===== src/rtl/sys_bus_reg_slave.sv =====
// Register-bank slave on the system bus: ID, scratch, sticky flags, control and status words.
// Optional error responses enabled by defining SYS_BUS_SLV_ERR_EN.
module sys_bus_reg_slave #(
  parameter int          ADDR_W      = 20,
  parameter int          NCTRL       = 4,
  parameter int          NSTAT       = 4,
  parameter int          WAIT_STATES = 0,
  parameter logic [31:0] ID_VALUE    = 32'h5253_0001
) (
  input  logic                  clk_i,
  input  logic                  rst_i,
  input  logic [ADDR_W-1:0]     sys_addr,
  input  logic [31:0]           sys_wdata,
  input  logic                  sys_wen,
  input  logic                  sys_ren,
  output logic [31:0]           sys_rdata,
  output logic                  sys_err,
  output logic                  sys_ack,
  output logic [NCTRL*32-1:0]   ctrl_o,
  output logic [NCTRL-1:0]      ctrl_wr_o,
  input  logic [NSTAT*32-1:0]   stat_i,
  output logic                  busy_o
);

  typedef enum logic [1:0] {ST_IDLE, ST_WAIT, ST_RESP} state_t;

  localparam logic [5:0] CTRL_END = 6'(4 + NCTRL);
  localparam logic [5:0] STAT_END = 6'(16 + NSTAT);

  state_t               state_q, state_d;
  logic [3:0]           cnt_q, cnt_d;
  logic [31:0]          scratch_q, scratch_d;
  logic [31:0]          rdata_q, rdata_d;
  logic [1:0]           flags_q, flags_d;
  logic [NCTRL*32-1:0]  ctrl_q, ctrl_d;
  logic [NCTRL-1:0]     ctrl_wr_q, ctrl_wr_d;
  logic                 err_q, err_d;

  logic [4:0]  word;
  logic        hi_ok, hit_id, hit_scr, hit_flg, hit_ctrl, hit_stat;
  logic [4:0]  ctrl_idx;
  logic [3:0]  stat_idx;
  logic [31:0] rd_val;
  logic        req;
  logic        unused_addr;

  assign unused_addr = ^sys_addr[1:0];
  assign word     = sys_addr[6:2];
  assign hi_ok    = (sys_addr[ADDR_W-1:7] == '0);
  assign hit_id   = hi_ok && (word == 5'd0);
  assign hit_scr  = hi_ok && (word == 5'd1);
  assign hit_flg  = hi_ok && (word == 5'd2);
  assign hit_ctrl = hi_ok && (word >= 5'd4) && ({1'b0, word} < CTRL_END);
  assign hit_stat = hi_ok && (word >= 5'd16) && ({1'b0, word} < STAT_END);
  assign ctrl_idx = word - 5'd4;
  assign stat_idx = word[3:0];
  assign req      = sys_wen | sys_ren;

`ifdef SYS_BUS_SLV_ERR_EN
  logic illegal;
  assign illegal = !(hit_id || hit_scr || hit_flg || hit_ctrl || hit_stat) ||
                   (sys_wen && (hit_id || hit_stat));
`endif

  always_comb begin
    rd_val = '0;
    if (hit_id)       rd_val = ID_VALUE;
    else if (hit_scr) rd_val = scratch_q;
    else if (hit_flg) rd_val = {30'b0, flags_q};
    else if (hit_ctrl) begin
      for (int i = 0; i < NCTRL; i++)
        if (ctrl_idx == 5'(i)) rd_val = ctrl_q[32*i +: 32];
    end else if (hit_stat) begin
      for (int j = 0; j < NSTAT; j++)
        if (stat_idx == 4'(j)) rd_val = stat_i[32*j +: 32];
    end
  end

  always_comb begin
    state_d   = state_q;
    cnt_d     = cnt_q;
    scratch_d = scratch_q;
    flags_d   = flags_q;
    ctrl_d    = ctrl_q;
    ctrl_wr_d = '0;
    rdata_d   = rdata_q;
    err_d     = err_q;

    // Any strobe while a transaction is in flight is dropped and flagged.
    if (req && (state_q != ST_IDLE)) flags_d[0] = 1'b1;

    case (state_q)
      ST_IDLE: begin
        if (req) begin
          state_d = (WAIT_STATES > 0) ? ST_WAIT : ST_RESP;
          cnt_d   = 4'(WAIT_STATES - 1);
          rdata_d = (sys_ren && !sys_wen) ? rd_val : '0;
`ifdef SYS_BUS_SLV_ERR_EN
          err_d = illegal;
          if (illegal) rdata_d = '0;
`else
          err_d = 1'b0;
`endif
          if (sys_wen) begin
            if (hit_scr) scratch_d = sys_wdata;
            if (hit_flg) flags_d = flags_q & ~sys_wdata[1:0];
            if (hit_ctrl) begin
              for (int i = 0; i < NCTRL; i++)
                if (ctrl_idx == 5'(i)) begin
                  ctrl_d[32*i +: 32] = sys_wdata;
                  ctrl_wr_d[i]       = 1'b1;
                end
            end
          end
          // Applied after the W1C so a coincident collision set wins.
          if (sys_wen && sys_ren) flags_d[1] = 1'b1;
        end
      end
      ST_WAIT: begin
        if (cnt_q == 4'd0) state_d = ST_RESP;
        else               cnt_d   = cnt_q - 4'd1;
      end
      ST_RESP: state_d = ST_IDLE;
      default: state_d = ST_IDLE;
    endcase
  end

  always_ff @(posedge clk_i or posedge rst_i) begin
    if (rst_i) begin
      state_q   <= ST_IDLE;
      cnt_q     <= '0;
      scratch_q <= '0;
      rdata_q   <= '0;
      flags_q   <= '0;
      ctrl_q    <= '0;
      ctrl_wr_q <= '0;
      err_q     <= 1'b0;
    end else begin
      state_q   <= state_d;
      cnt_q     <= cnt_d;
      scratch_q <= scratch_d;
      rdata_q   <= rdata_d;
      flags_q   <= flags_d;
      ctrl_q    <= ctrl_d;
      ctrl_wr_q <= ctrl_wr_d;
      err_q     <= err_d;
    end
  end

  assign sys_ack   = (state_q == ST_RESP);
  assign sys_err   = sys_ack & err_q;
  assign sys_rdata = rdata_q;
  assign busy_o    = (state_q != ST_IDLE);
  assign ctrl_o    = ctrl_q;
  assign ctrl_wr_o = ctrl_wr_q;

endmodule


===== config.mk =====
export PLATFORM = sky130hd
export DESIGN_NAME = sys_bus_reg_slave
export DESIGN_NICKNAME = d
export VERILOG_FILES = /design/src/rtl/sys_bus_reg_slave.sv
export SDC_FILE = /design/constraint.sdc
export NUM_CORES = 1
export LEC_CHECK = 0
export BUFFER_PORTS_ARGS = -buffer_cell sky130_fd_sc_hd__buf_2
export CAP_MARGIN = 15
export CELL_PAD_IN_SITES_DETAIL_PLACEMENT = 0
export CELL_PAD_IN_SITES_GLOBAL_PLACEMENT = 2
export CORE_MARGIN = 2
export CORE_UTILIZATION = 34
export CTS_CLUSTER_DIAMETER = 50
export DETAILED_ROUTE_END_ITERATION = 12
export PLACE_DENSITY_LB_ADDON = 0.05
export SLEW_MARGIN = 20
export SYNTH_ARGS = -nofsm -noshare
export SYNTH_HDL_FRONTEND = slang
export SYNTH_SLANG_ARGS = --single-unit
export TNS_END_PERCENT = 100

===== constraint.sdc =====
create_clock -name clk_i -period 16.74 [get_ports clk_i]
set_input_delay 0.837 -clock clk_i [delete_from_list [all_inputs] [get_ports clk_i]]
set_output_delay 0.837 -clock clk_i [all_outputs]
set_load 0.005 [all_outputs]

* Word-level counts from Yosys, hierarchy flattened
Cells that the tools add are included.
** Storage, ports and cells
- Input port bits :: 184
- Output and inout port bits :: 167
- Word-level logic and storage cells :: 97
- Register bits after elaboration :: 204
** Operators by class
- $add $sub $neg :: 2
- $lt $le $gt $ge :: 4
- Equality and inequality tests :: 13
- Bitwise gates (word level) :: 3
- Reductions and logical operators :: 30
- Mux-type cells :: 34
** Operators with widths (number)
- $mux W32 :: 14
- $mux W4 :: 6
- $reduce_and A5 Y1 :: 4
- $eq A5 B2 Y1 const B :: 3
- $logic_not A13 Y1 :: 1
- $eq A5 B1 Y1 const B :: 2
- $logic_and A1 B1 Y1 :: 10
- $logic_not A5 Y1 :: 2
- $eq A4 B2 Y1 const B :: 2
- $logic_not A4 Y1 :: 2
- $mux W1 :: 8
- $mux W2 :: 4
- $pmux W4 S2 :: 1
- $reduce_and A4 Y1 :: 2
- $reduce_bool A2 Y1 :: 4
- $ne A2 B2 Y1 const B :: 3
- $ge A5 B3 Y1 const B :: 1
- $ge A5 B5 Y1 const B :: 1
- $lt A5 B4 Y1 const B :: 1
- $lt A5 B5 Y1 const B :: 1
- $sub A5 B3 Y5 const B :: 1
- $eq A4 B1 Y1 const B :: 1
- $pmux W2 S2 :: 1
- $reduce_and A2 Y1 :: 2
- 9 further kinds :: 9

* Depth between registers and ports, before layout
Gate-level depths: netlist (run 1).
- Depth in word-level cells :: 11
- Mapped depth :: 8
- Gate-level depth less buffers :: 5

* Least setup slack after synthesis (run 1)
OpenSTA, ideal clock, no wires.
- Kind :: input -> register
- Start point :: in sys_addr[5]
- End point :: reg ctrl_q[10] (netlist: ctrl_o[10])
- Path buffers :: 2
- Data arrival time :: 2.758 ns
- Setup time :: 0.128 ns
- Required time :: 16.612 ns
- Setup slack :: 13.855 ns
- Cell stages on the path :: 7
- Cell sequence :: or3b_1 nor4b_1 nand3_1 or4_1 buf_2 buf_4 mux2_1
** On the way
- Longest elaborated chain between the ends :: 4
- Elaborated cells on any way between the ends :: 7
- Those cells by class :: add/sub: 1; order compare: 2; reduce/logical: 4
** RTL lines
- start: declaration :: RTL line 12 : input logic [ADDR_W-1:0] sys_addr,
- parallel branches: the longest is 3 deep, another holds $sub A5 B3 Y5
- $reduce_and A5 Y1 (no line) (*)
- end signal: assignment :: RTL line 144 : ctrl_q <= ctrl_d;
- end: declaration :: RTL line 35 : logic [NCTRL*32-1:0] ctrl_q, ctrl_d;
Mark *: on every way between the ends.
A chain may end at the register's enable or synchronous reset.

* Final worst setup path (run 1)
- Start point :: in sys_addr[5]
- End point :: reg ctrl_q[2] (netlist: ctrl_o[2])
Same word-level chain as after synthesis.

==> results of run 1 <==
[kinds of logic after synthesis]
| kind of cell | Yosys count |
|---|---|
| other | 1 |
| flip-flops | 199 |
| AO/OA/AOI/OAI | 139 |
| AND/OR/NAND/NOR | 89 |
| buffers and inverters | 64 |
| multiplexers | 224 |
[through the flow]
stage | area (um^2) | setup slack, ns | std cells | utilization | hold WS, ns
3_5_place_dp | 11710 | 12.48 | 1396 | 0.4214 | 0.4852
2_1_floorplan | 9584 | 10.48 | 716 | - | 0.4668
5_1_grt | 12340 | 12.85 | 1429 | 0.4442 | 0.5089
6_report | 12340 | 12.96 | 1429 | 0.4442 | 0.4977
3_3_place_gp | 11710 | 12.50 | 1396 | 0.4214 | 0.4782
4_1_cts | 12310 | 12.94 | 1428 | 0.4430 | 0.4949
[tightest hold or removal path, stage by stage, from the launching register on]
cell	delay [ns]
sky130_fd_sc_hd__dfrtp_1	0.35
sky130_fd_sc_hd__a22oi_1	0.06
sky130_fd_sc_hd__o21ai_0	0.06
[metal layers]
metal  up-vias  GRT usage  part of all wire
met5         -          0           0.00037
met4         2    0.04202            0.0079
met3        15    0.05287             0.070
met2       238     0.3859              0.50
met1      3881     0.2816              0.43
li1       3390          -                 -
[synthesized netlist by cell type (6+ instances only)]
cell                       count
sky130_fd_sc_hd__dfrtp_1     199
sky130_fd_sc_hd__nor2_1       38
sky130_fd_sc_hd__clkbuf_1     36
sky130_fd_sc_hd__o31ai_1       6
sky130_fd_sc_hd__mux4_2       34
sky130_fd_sc_hd__a21oi_1       9
sky130_fd_sc_hd__o21ai_0      32
sky130_fd_sc_hd__mux2i_1      30
sky130_fd_sc_hd__a31oi_1       9
sky130_fd_sc_hd__buf_2        12
sky130_fd_sc_hd__buf_1         7
sky130_fd_sc_hd__mux2_2      128
sky130_fd_sc_hd__nor3_1       12
sky130_fd_sc_hd__mux2_1       32
sky130_fd_sc_hd__nand2_1      11
sky130_fd_sc_hd__a22oi_1      48
sky130_fd_sc_hd__a22o_1        7
sky130_fd_sc_hd__a221o_1      24
[area by class of cell]
cell class / count / area, um^2
repair buffers: 363 / 1883
fillers: 2739 / 15440
flip-flops and latches: 199 / 4980
well taps: 378 / 473.0
clock buffers: 19 / 452.9
multi-input cells: 453 / 4379
inverters: 4 / 22.52
clock inverters: 13 / 148.9
[flip-flops by register name, summed over array words and instances (netlist names)]
name	count
ctrl_o	128
ctrl_wr_o	4
state_q	1
scratch_q	32
flags_q	2
sys_rdata	32
[power by group]
part           internal (mW)  total (mW)  switching, mW
Clock                  0.209       0.418          0.209
Sequential             0.481       0.481       0.000578
Combinational         0.0341      0.0805         0.0464
Total                  0.724       0.980          0.256
[path summary, 6_finish.rpt]
| path | endpoint | start | slack [ns] |
|---|---|---|---|
| min in group asynchronous | ctrl_wr_o[0]$_DFF_PP0_ | rst_i | 0.56 |
| min | sys_rdata[24]$_DFFE_PP0P_ | scratch_q[24]$_DFFE_PP0P_ | 0.50 |
| min reg2reg | sys_rdata[24]$_DFFE_PP0P_ | scratch_q[24]$_DFFE_PP0P_ | 0.50 |
| max in group asynchronous | sys_rdata[16]$_DFFE_PP0P_ | rst_i | 14.81 |
| max | ctrl_o[2]$_DFFE_PP0P_ | sys_addr[5] | 12.96 |
| max reg2reg | ctrl_o[2]$_DFFE_PP0P_ | state_q[1]$_DFFE_PP0P_ | 14.09 |
==> run metrics, run 1 <==
count of hold-fix buffers inserted at cts 0; final clock skew 0.01935 ns; EDFF count, synth 0; clk slew on worst S/H paths 0.08 ns; count of final setup violators 0; top cells by area, synth sky130_fd_sc_hd__dfrtp_1 (52%), sky130_fd_sc_hd__mux2_2 (15%), sky130_fd_sc_hd__mux4_2 (8.0%); Worst path top cell family by delay simple AND/OR/NAND/NOR gates; most frequent cells in the layout sky130_fd_sc_hd__buf_2 (346), sky130_fd_sc_hd__dfrtp_1 (199), sky130_fd_sc_hd__mux2_2 (128); basic-gate share of the synthesized area counting and, or, nand and nor cells 0.04661; critical path arrival 4.09 ns; synthesized area per cell 13.39 um^2; Total Die Area 29,550 um^2; global-route wire length before repair 48,310 um; total global routing overflow 0; pin slew with the least headroom to its limit about 1 ns; total clock sinks 199; fraction of layout instances using a drive strength above 1 0.5423; # diodes 0; largest fanout on the critical path 18; number of gates resized after cts 0; post-synth top area share 0.5196; crit start category input port; critical-path cell list buf_2, or3b_1, nor4b_1, nand3_1, or4_2, buf_4, mux2_1; number of top-level pins about 350; final clock period utilization by the worst path 0.2257; Adder-Cell Fraction of Synth Area 0; Worst Hold Class reg -> reg; Root Buffer sky130_fd_sc_hd__clkbuf_16; number of warning messages in the yosys log 0; data required time at the worst endpoint 17.05 ns; count of state elements after synthesis 199; global-route usage over all layers 0.2211; part of the Yosys area used for sequential elements 0.5196; result of the run finished clean; WS Path Type in -> reg; parity-gate share of the synthesized area counting xor and xnor cells 0; drt pass-1 iters 4; sum of negative setup slack 0 ns; drt total wl 32,410 um; Max-slew headroom 0.3357; maximum vdd drop between 70 and 80 uV; post-detailed-placement half-perimeter wirelength between 20,000 and 25,000 um; Pwr Density a little under 80 nW/um^2; number of port buffers around 350; standard cell with the maximum stage delay on the critical path sky130_fd_sc_hd__or4_2; Critical Path Sink Type flip-flop; final max-slew violation count 0; core box area 27,780 um^2; number of distinct library cell variants in the gate-level netlist after synthesis 43; most frequent standard cell in the layout excluding fill and tap cells sky130_fd_sc_hd__buf_2; clock insertion delay at the later pin of the skew report 0.44 ns; async set-or-reset flop fraction in the synthesized netlist 1.000; dominant combinational cell family by area after synthesis multiplexers; Antenna Violating Nets Remaining 0; Final min period around 3.8 ns; leading area contributor after synthesis sky130_fd_sc_hd__dfrtp_1; Tot Pwr 980.0 uW; post-synthesis net count 900; max-cap check violation count 0; clock buffer count from CTS 17; netlist area before placement 9584 um^2; violation count after the first detailed-route iteration 389; net total in the final layout roughly 1.2k; buffers inserted by post-CTS timing repair 0; Gate Count Post-Synth 716; Area growth, synth to finish 28.75%; cell count along the critical path 7; pin count of the biggest net entering global routing between 100 and 150; fmax 0.2646 GHz; starting density of the core 0.3450; vias 7,526; worst stage delay on the critical path 1.05 ns; Die W 171.9 um; worst hold path stage count 2; Hold Vio Cnt, Final 0; largest buffer count on any clock path 2; number of placement rows 61; Crit path buffers/inverters 2; RSZ-0062 raised after global routing no; Vias/cell 5.267; maximum level of the CTS H-tree 4; flip-flop cell with the highest count after synthesis sky130_fd_sc_hd__dfrtp_1; static leakage power 6.420 nW; vias in the first global route 7,787; Routability Congestion 0.7413; number of antenna violations at the first check in global routing 1; share of the synthesized area in compound gates (AO/OA/AOI/OAI) 0.1048; residual DRC count 0; height of the chip 171.9 um; CTS tree yes; Register-to-Register Path Depth 4; multiplexer fraction of the synthesized cell area 0.2992; detail-routed net length per standard cell between 20 and 25 um
No activity file was read; power rests on OpenSTA's default activity.
==> run 2: changes to the inputs <==
--- a/config.mk
+++ b/config.mk
@@ -5,12 +5,13 @@
 export SDC_FILE = /design/constraint.sdc
 export NUM_CORES = 1
 export LEC_CHECK = 0
+export ABC_AREA = 1
 export BUFFER_PORTS_ARGS = -buffer_cell sky130_fd_sc_hd__buf_2
 export CAP_MARGIN = 15
 export CELL_PAD_IN_SITES_DETAIL_PLACEMENT = 0
 export CELL_PAD_IN_SITES_GLOBAL_PLACEMENT = 2
 export CORE_MARGIN = 2
-export CORE_UTILIZATION = 34
+export CORE_UTILIZATION = 25
 export CTS_CLUSTER_DIAMETER = 50
 export DETAILED_ROUTE_END_ITERATION = 12
 export PLACE_DENSITY_LB_ADDON = 0.05
==> constraint.sdc (replaced) <==
create_clock -name clk_i -period 3.1 [get_ports clk_i]
set_input_delay 0.155 -clock clk_i [delete_from_list [all_inputs] [get_ports clk_i]]
set_output_delay 0.155 -clock clk_i [all_outputs]
set_load 0.005 [all_outputs]
==> run 2 against run 1 <==
Effect of this change: flip-flop and latch count stayed put; first-iteration DRC count is 30% higher; power grew to 5.5 times the previous value; final cell count is 57% higher; area after synthesis is 5.8% higher; synthesized cell count is 90% higher; clock power grew to 5.6 times the previous value; critical path type unchanged; largest cell class unchanged.
==> run metrics, run 2 <==
clock insertion delay at the later pin of the skew report 0.45 ns (was 0.44 ns); flip-flop count of the largest register after layout 128 (unchanged); pin slew with the least headroom to its limit 0.7718 ns (was 0.9941 ns); drt pass-1 iters 5 (was 4); synth cell count leaders sky130_fd_sc_hd__nand2_1 (511), sky130_fd_sc_hd__dfrtp_1 (199), sky130_fd_sc_hd__o21ai_1 (119) (was sky130_fd_sc_hd__dfrtp_1 (199), sky130_fd_sc_hd__mux2_2 (128), sky130_fd_sc_hd__a22oi_1 (48)); final max-slew violation count 0 (unchanged); most frequent standard cell in the layout excluding fill and tap cells sky130_fd_sc_hd__nand2_1 (was sky130_fd_sc_hd__buf_2); Root Buffer sky130_fd_sc_hd__clkbuf_16 (unchanged); violation count after the first detailed-route iteration 505 (was 389); static leakage power 7.229 nW (was 6.420 nW); synthesized area per cell 7.442 um^2 (was 13.39 um^2); netlist area before placement 10,140 um^2 (was 9584 um^2); post-detailed-placement half-perimeter wirelength 31,240 um (was 20,960 um); max-cap check violation count 0 (unchanged); post-route design area 13,390 um^2 (was 12,340 um^2); result of the run finished clean (unchanged); EDFF count, synth 0 (unchanged); core box area 39,910 um^2 (was 27,780 um^2); final hold slack 0.02737 ns (was 0.4977 ns); data required time at the worst endpoint 3.44 ns (was 17.05 ns); pin count of the biggest net entering global routing 107 (was 125); number of gates resized after cts 0 (unchanged); critical path arrival 2.50 ns (was 4.09 ns); Die W 205.4 um (was 171.9 um); Total Die Area 42,170 um^2 (was 29,550 um^2); buffers inserted by post-CTS timing repair 0 (unchanged); RSZ-0062 raised after global routing no (unchanged); number of distinct library cell variants in the gate-level netlist after synthesis 29 (was 43); leading area contributor after synthesis sky130_fd_sc_hd__dfrtp_1 (unchanged); fraction of layout instances using a drive strength above 1 0.2562 (was 0.5423); number of placement rows 73 (was 61); clk slew on worst S/H paths 0.08 ns (about the same); Area growth, synth to finish 32.08% (was 28.75%); Max-slew headroom 0.4849 (was 0.3357); net total in the final layout 1,896 (was 1,222); flip-flop cell with the highest count after synthesis sky130_fd_sc_hd__dfrtp_1 (unchanged); drt total wl 42,290 um (was 32,410 um); global-route wire length before repair 63,220 um (was 48,310 um); Final min period 2.163 ns; count of final setup violators 0 (unchanged); fmax 0.4623 GHz; starting density of the core 0.2539 (was 0.3450); maximum level of the CTS H-tree 4 (unchanged); total global routing overflow 0 (unchanged); largest buffer count on any clock path 2 (unchanged); count leader, synth sky130_fd_sc_hd__nand2_1 (was sky130_fd_sc_hd__dfrtp_1); number of top-level pins 351 (unchanged); Pwr Density 400.1 nW/um^2 (was 79.42 nW/um^2); clock buffer count from CTS 17 (unchanged); CTS tree yes (unchanged); crit start category input port (unchanged); most frequent CP cell sky130_fd_sc_hd__nand2_1; number of antenna violations at the first check in global routing 1 (unchanged); most frequent cells in the layout sky130_fd_sc_hd__nand2_1 (510), sky130_fd_sc_hd__buf_2 (347), sky130_fd_sc_hd__dfrtp_1 (199) (was sky130_fd_sc_hd__buf_2 (346), sky130_fd_sc_hd__dfrtp_1 (199), sky130_fd_sc_hd__mux2_2 (128)); area post-placement 12,480 um^2 (was 11,710 um^2); standard cell with the maximum stage delay on the critical path sky130_fd_sc_hd__nor2_4 (was sky130_fd_sc_hd__or4_2); count of state elements after synthesis 199 (unchanged); post-synthesis net count 1,546 (was 900); largest fanout on the critical path 23 (was 18); Critical Path Sink Type flip-flop (unchanged); residual DRC count 0 (unchanged); detail-routed net length per standard cell 18.80 um (was 22.68 um); number of warning messages in the yosys log 0 (unchanged); Routability Congestion 0.7964 (was 0.7413); async set-or-reset flop fraction in the synthesized netlist 1.000 (unchanged); Antenna Violating Nets Remaining 0 (unchanged); number of port buffers 347 (unchanged); total clock sinks 199 (unchanged); part of the Yosys area used for sequential elements 0.4913 (was 0.5196); Gate Count Post-Synth 1,362 (was 716); Worst Hold Class in -> reg (was reg -> reg); vias in the first global route 9,996 (was 7,787); critical-path cell list buf_2, inv_2, nand2_1, nor2_4, nand4_1, nor2_1, nand2_1, nand2_1, nand2_1, dlygate4sd3_1 (was buf_2, or3b_1, nor4b_1, nand3_1, or4_2, buf_4, mux2_1); Layout fillers 4,420 (was 2,739); Vias/cell 4.451 (was 5.267); post-synth top area share 0.4913 (was 0.5196); r2r setup slk 1.15 ns (was 14.09 ns); sum of negative setup slack 0 ns (unchanged); Hold Vio Cnt, Final 0 (unchanged); top cells by area, synth sky130_fd_sc_hd__dfrtp_1 (49%), sky130_fd_sc_hd__nand2_1 (19%), sky130_fd_sc_hd__o21ai_1 (5.9%) (was sky130_fd_sc_hd__dfrtp_1 (52%), sky130_fd_sc_hd__mux2_2 (15%), sky130_fd_sc_hd__mux4_2 (8.0%)); vias 10.02k (was 7,526); worst stage delay on the critical path 0.61 ns (was 1.05 ns); core occupancy in the finished layout 0.3354 (was 0.4442); maximum vdd drop 372.5 uV (was 78.70 uV); final clock period utilization by the worst path 0.6978; height of the chip 205.4 um (was 171.9 um); global-route usage over all layers 0.2016 (was 0.2211); count of hold-fix buffers inserted at cts 31 (was 0); WS Path Type in -> reg (unchanged); final clock skew 0.01241 ns (was 0.01935 ns); # diodes 0 (unchanged)
run 2: cell type report:
cell class                      instances  area [um^2]  area share
Clock buffer                           20        456.7     0.03411
Clock inverter                         12        140.1     0.01047
Inverter                              123        465.4     0.03477
Multi-Input combinational cell        966         4402      0.3288
Sequential cell                       199         4980      0.3720
Tap cell                              525        656.9     0.04907
Timing Repair Buffer                  405         2287      0.1708
run 2: report_power, final:
group	internal, mW	switching, mW
Sequential	2.59	0.00367
Clock	1.18	1.15
Combinational	0.159	0.270
run 2: kinds of logic (layout without fill, tap and decap cells):
group / Yosys count / after routing / synth area share
simple gates: 724 / 724 / 0.2942
compound gates: 221 / 221 / 0.1131
flops: 199 / 199 / 0.4913
buf+inv: 197 / 560 / 0.07888
mux: 20 / 20 / 0.02222
other cells: 1 / 1 / 0.0003700
run 2: critical path, delay by kind of cell:
kind,cells,cell delay (ns)
and+or+nand+nor,7,1.61
buffers and inverters,3,0.72
run 2: path summary, 6_finish.rpt:
check                                     startpoint                   endpoint  depth (start not counted)
min in group asynchronous                      rst_i     ctrl_o[56]$_DFFE_PP0P_                          4
max in group asynchronous                      rst_i     ctrl_o[94]$_DFFE_PP0P_                          4
setup / recovery                         sys_addr[4]       flags_q[0]$_DFF_PP0_                         10
hold / removal                         sys_wdata[11]    ctrl_o[107]$_DFFE_PP0P_                          3
hold reg to reg            sys_rdata[12]$_DFFE_PP0P_  sys_rdata[12]$_DFFE_PP0P_                          2
setup reg to reg              state_q[1]$_DFFE_PP0P_     ctrl_o[95]$_DFFE_PP0P_                          8
run 2: stage by stage:
step	setup WS [ns]	power [mW]	cells
final	0.9367	5.357	2250
after global routing	0.7876	5.591	2250
after CTS	0.9642	5.464	2250
after detailed placement	0.5936	3.064	2187
after global placement	0.6298	3.067	2187
after floorplan	0.3707	2.812	1362
run 2: layer usage:
metal | track usage | wire, um
met5 | 0 | 13
met3 | 0.03738 | 1757
met4 | 0.04008 | 422
met1 | 0.2722 | 19960
met2 | 0.3372 | 20140
==> run 3: changes to the inputs <==
--- a/config.mk
+++ b/config.mk
@@ -5,13 +5,13 @@
 export SDC_FILE = /design/constraint.sdc
 export NUM_CORES = 1
 export LEC_CHECK = 0
-export ABC_AREA = 1
+export ABC_AREA = 0
 export BUFFER_PORTS_ARGS = -buffer_cell sky130_fd_sc_hd__buf_2
 export CAP_MARGIN = 15
 export CELL_PAD_IN_SITES_DETAIL_PLACEMENT = 0
 export CELL_PAD_IN_SITES_GLOBAL_PLACEMENT = 2
 export CORE_MARGIN = 2
-export CORE_UTILIZATION = 25
+export CORE_UTILIZATION = 29
 export CTS_CLUSTER_DIAMETER = 50
 export DETAILED_ROUTE_END_ITERATION = 12
 export PLACE_DENSITY_LB_ADDON = 0.05
==> constraint.sdc (replaced) <==
create_clock -name clk_i -period 1.9 [get_ports clk_i]
set_input_delay 0.095 -clock clk_i [delete_from_list [all_inputs] [get_ports clk_i]]
set_output_delay 0.095 -clock clk_i [all_outputs]
set_load 0.005 [all_outputs]
==> run 3 against run 2 <==
Effect of this change: flip-flop and latch count unchanged; critical path type unchanged; cell area increased by 2.4%; critical path depth decreased by 2; highest routed layer is now met4.
==> run metrics, run 3 (synthesis results as in run 1) <==
result of the run finished clean (unchanged); maximum level of the CTS H-tree 4 (unchanged); number of placement rows 66 (was 73); Routability Congestion 0.7287 (was 0.7964); # diodes 0 (unchanged); total clock sinks 199 (unchanged); Total Die Area 34,520 um^2 (was 42,170 um^2); global-route usage over all layers 0.2070 (was 0.2016); WS Path Type in -> reg (unchanged); count of final setup violators 0 (unchanged); net total in the final layout 1,300 (was 1,896); largest buffer count on any clock path 2 (unchanged); most frequent standard cell in the layout excluding fill and tap cells sky130_fd_sc_hd__buf_2 (was sky130_fd_sc_hd__nand2_1); Final min period 1.861 ns; Critical Path Sink Type flip-flop (unchanged); setup slack after layout 0.03935 ns (was 0.9367 ns); starting density of the core 0.2946 (was 0.2539); final max-slew violation count 0 (unchanged); worst stage delay on the critical path 0.41 ns (was 0.61 ns); number of antenna violations at the first check in global routing 0 (was 1); fraction of layout instances using a drive strength above 1 0.5766 (was 0.2562); Max-slew headroom 0.5402 (was 0.4849); data required time at the worst endpoint 2.24 ns (was 3.44 ns); total global routing overflow 0 (unchanged); most frequent CP cell sky130_fd_sc_hd__buf_4 (was sky130_fd_sc_hd__nand2_1); drt pass-1 iters 4 (was 5); flip-flop count of the largest register after layout 128 (unchanged); clk slew on worst S/H paths 0.08 ns (about the same); fmax around 0.54 GHz; global-route wire length before repair 52,160 um (was 63,220 um); standard cell with the maximum stage delay on the critical path sky130_fd_sc_hd__or3b_4 (was sky130_fd_sc_hd__nor2_4); Antenna Violating Nets Remaining 0 (unchanged); vias in the first global route 8,294 (was 9,996); Pwr Density 658.1 nW/um^2 (was 400.1 nW/um^2); final hold slack 0.1112 ns (was 0.02737 ns); max-cap check violation count 0 (unchanged); number of top-level pins 351 (unchanged); maximum vdd drop 604.6 uV (was 372.5 uV); drt total wl 35,320 um (was 42,290 um); detail-routed net length per standard cell 22.48 um (was 18.80 um); final clock period utilization by the worst path 0.9793; critical-path cell list buf_2, or3b_4, nor4b_4, nand3_2, buf_4, nor4_4, buf_4, mux2_4 (was buf_2, inv_2, nand2_1, nor2_4, nand4_1, nor2_1, nand2_1, nand2_1, nand2_1, dlygate4sd3_1); largest fanout on the critical path 10 (was 23); critical path arrival 2.20 ns (was 2.50 ns); Worst Hold Class in -> reg (unchanged); clock buffer count from CTS 17 (unchanged); core box area 32,540 um^2 (was 39,910 um^2); Area growth, synth to finish 42.99% (was 32.08%); pin slew with the least headroom to its limit 0.6879 ns (was 0.7718 ns); static leakage power 7.029 nW (was 7.229 nW); Die W 185.8 um (was 205.4 um); Layout fillers 3,204 (was 4,420); Hold Vio Cnt, Final 0 (unchanged); clock insertion delay at the later pin of the skew report 0.45 ns (about the same); residual DRC count 0 (unchanged); Root Buffer sky130_fd_sc_hd__clkbuf_16 (unchanged); CTS tree yes (unchanged); crit start category input port (unchanged); number of port buffers 347 (unchanged); RSZ-0062 raised after global routing yes (was no); post-detailed-placement half-perimeter wirelength 24,550 um (was 31,240 um); vias 7,830 (was 10.02k); Vias/cell 4.984 (was 4.451); height of the chip 185.8 um (was 205.4 um); most frequent cells in the layout sky130_fd_sc_hd__buf_2 (346), sky130_fd_sc_hd__dfrtp_1 (199), sky130_fd_sc_hd__mux2_2 (99) (was sky130_fd_sc_hd__nand2_1 (510), sky130_fd_sc_hd__buf_2 (347), sky130_fd_sc_hd__dfrtp_1 (199)); violation count after the first detailed-route iteration 328 (was 505); pin count of the biggest net entering global routing 48 (was 107); final clock skew 0.01158 ns (was 0.01241 ns); post-placement setup slack -0.4881 ns (was 0.5936 ns)
## run 3: cell count changes in the layout (fill, tap and decap cells not counted), sizes merged, moves of 31 or more
| cell | previous run | this run |
|---|---|---|
| a22oi | 0 | 48 |
| mux2 | 20 | 160 |
| nor2 | 99 | 38 |
| o21ai | 122 | 32 |
| a21oi | 68 | 9 |
| mux4 | 0 | 34 |
| inv | 125 | 8 |
| nand2 | 512 | 11 |
| nand3 | 73 | 2 |
| buf | 374 | 405 |
## run 3: final cells by class
cell class | count | area [um^2] | share of cell area
well taps | 442 | 553.0 | 0.04035
inverters | 4 | 18.77 | 0.001369
clock buffers | 17 | 425.4 | 0.03104
clock inverters | 15 | 193.9 | 0.01415
repair buffers | 441 | 2860 | 0.2087
flip-flops and latches | 199 | 4980 | 0.3634
multi-input cells | 453 | 4673 | 0.3410
## run 3: worst paths after layout
kind,depth (start not counted),slack (ns),from,end
max in group asynchronous,4,1.00,rst_i,scratch_q[18]$_DFFE_PP0P_
min,3,0.11,sys_wen,flags_q[0]$_DFF_PP0_
min reg2reg,2,0.50,sys_rdata[30]$_DFFE_PP0P_,sys_rdata[30]$_DFFE_PP0P_
max reg2reg,4,0.06,state_q[1]$_DFFE_PP0P_,ctrl_o[27]$_DFFE_PP0P_
min in group asynchronous,3,0.25,rst_i,sys_rdata[0]$_DFFE_PP0P_
max,8,0.04,sys_addr[5],ctrl_o[59]$_DFFE_PP0P_
## run 3: layer usage
metal  vias up  wire (um)  share of wire  GRT usage
met3        22       1944          0.055    0.04754
li1       3539          -              -          -
met4         0        543          0.015    0.05701
met2       211      16980           0.48     0.3407
met1      4058      15860           0.45     0.2731
met5         -          0              0          0
## run 3: what timing repair did
action,4_1_cts,5_1_grt
setup endpoints to repair,2,26
cloned,1,1
setup buffers,0,1
resized for setup,3,1
hold buffers,34,0
endpoints found under the hold margin,174,0
## run 3: critical path, delay by kind of cell
kind	cells	cell delay [ns]
AND/OR/NAND/NOR	4	1.15
buffers and inverters	3	0.62
multiplexers	1	0.32
## run 3: power breakdown
group,internal [mW],switching [mW]
registers,4.23,0.00174
clock network,2.11,1.80
logic,0.416,0.454
total,6.76,2.26
## run 3: per-stage QoR
| stage | power [mW] | cells | setup TNS, ns | util | instance area (um^2) |
|---|---|---|---|---|---|
| after global placement | 5.148 | 1502 | -44.21 | 0.3888 | 12650 |
| after floorplan | 4.669 | 716 | -163.30 | - | 9910 |
| final | 9.019 | 1571 | 0 | 0.4212 | 13700 |
| after detailed placement | 5.152 | 1502 | -48.99 | 0.3888 | 12650 |
| after CTS | 9.168 | 1569 | 0 | 0.4197 | 13660 |
| after global routing | 9.394 | 1571 | -0.1601 | 0.4212 | 13700 |
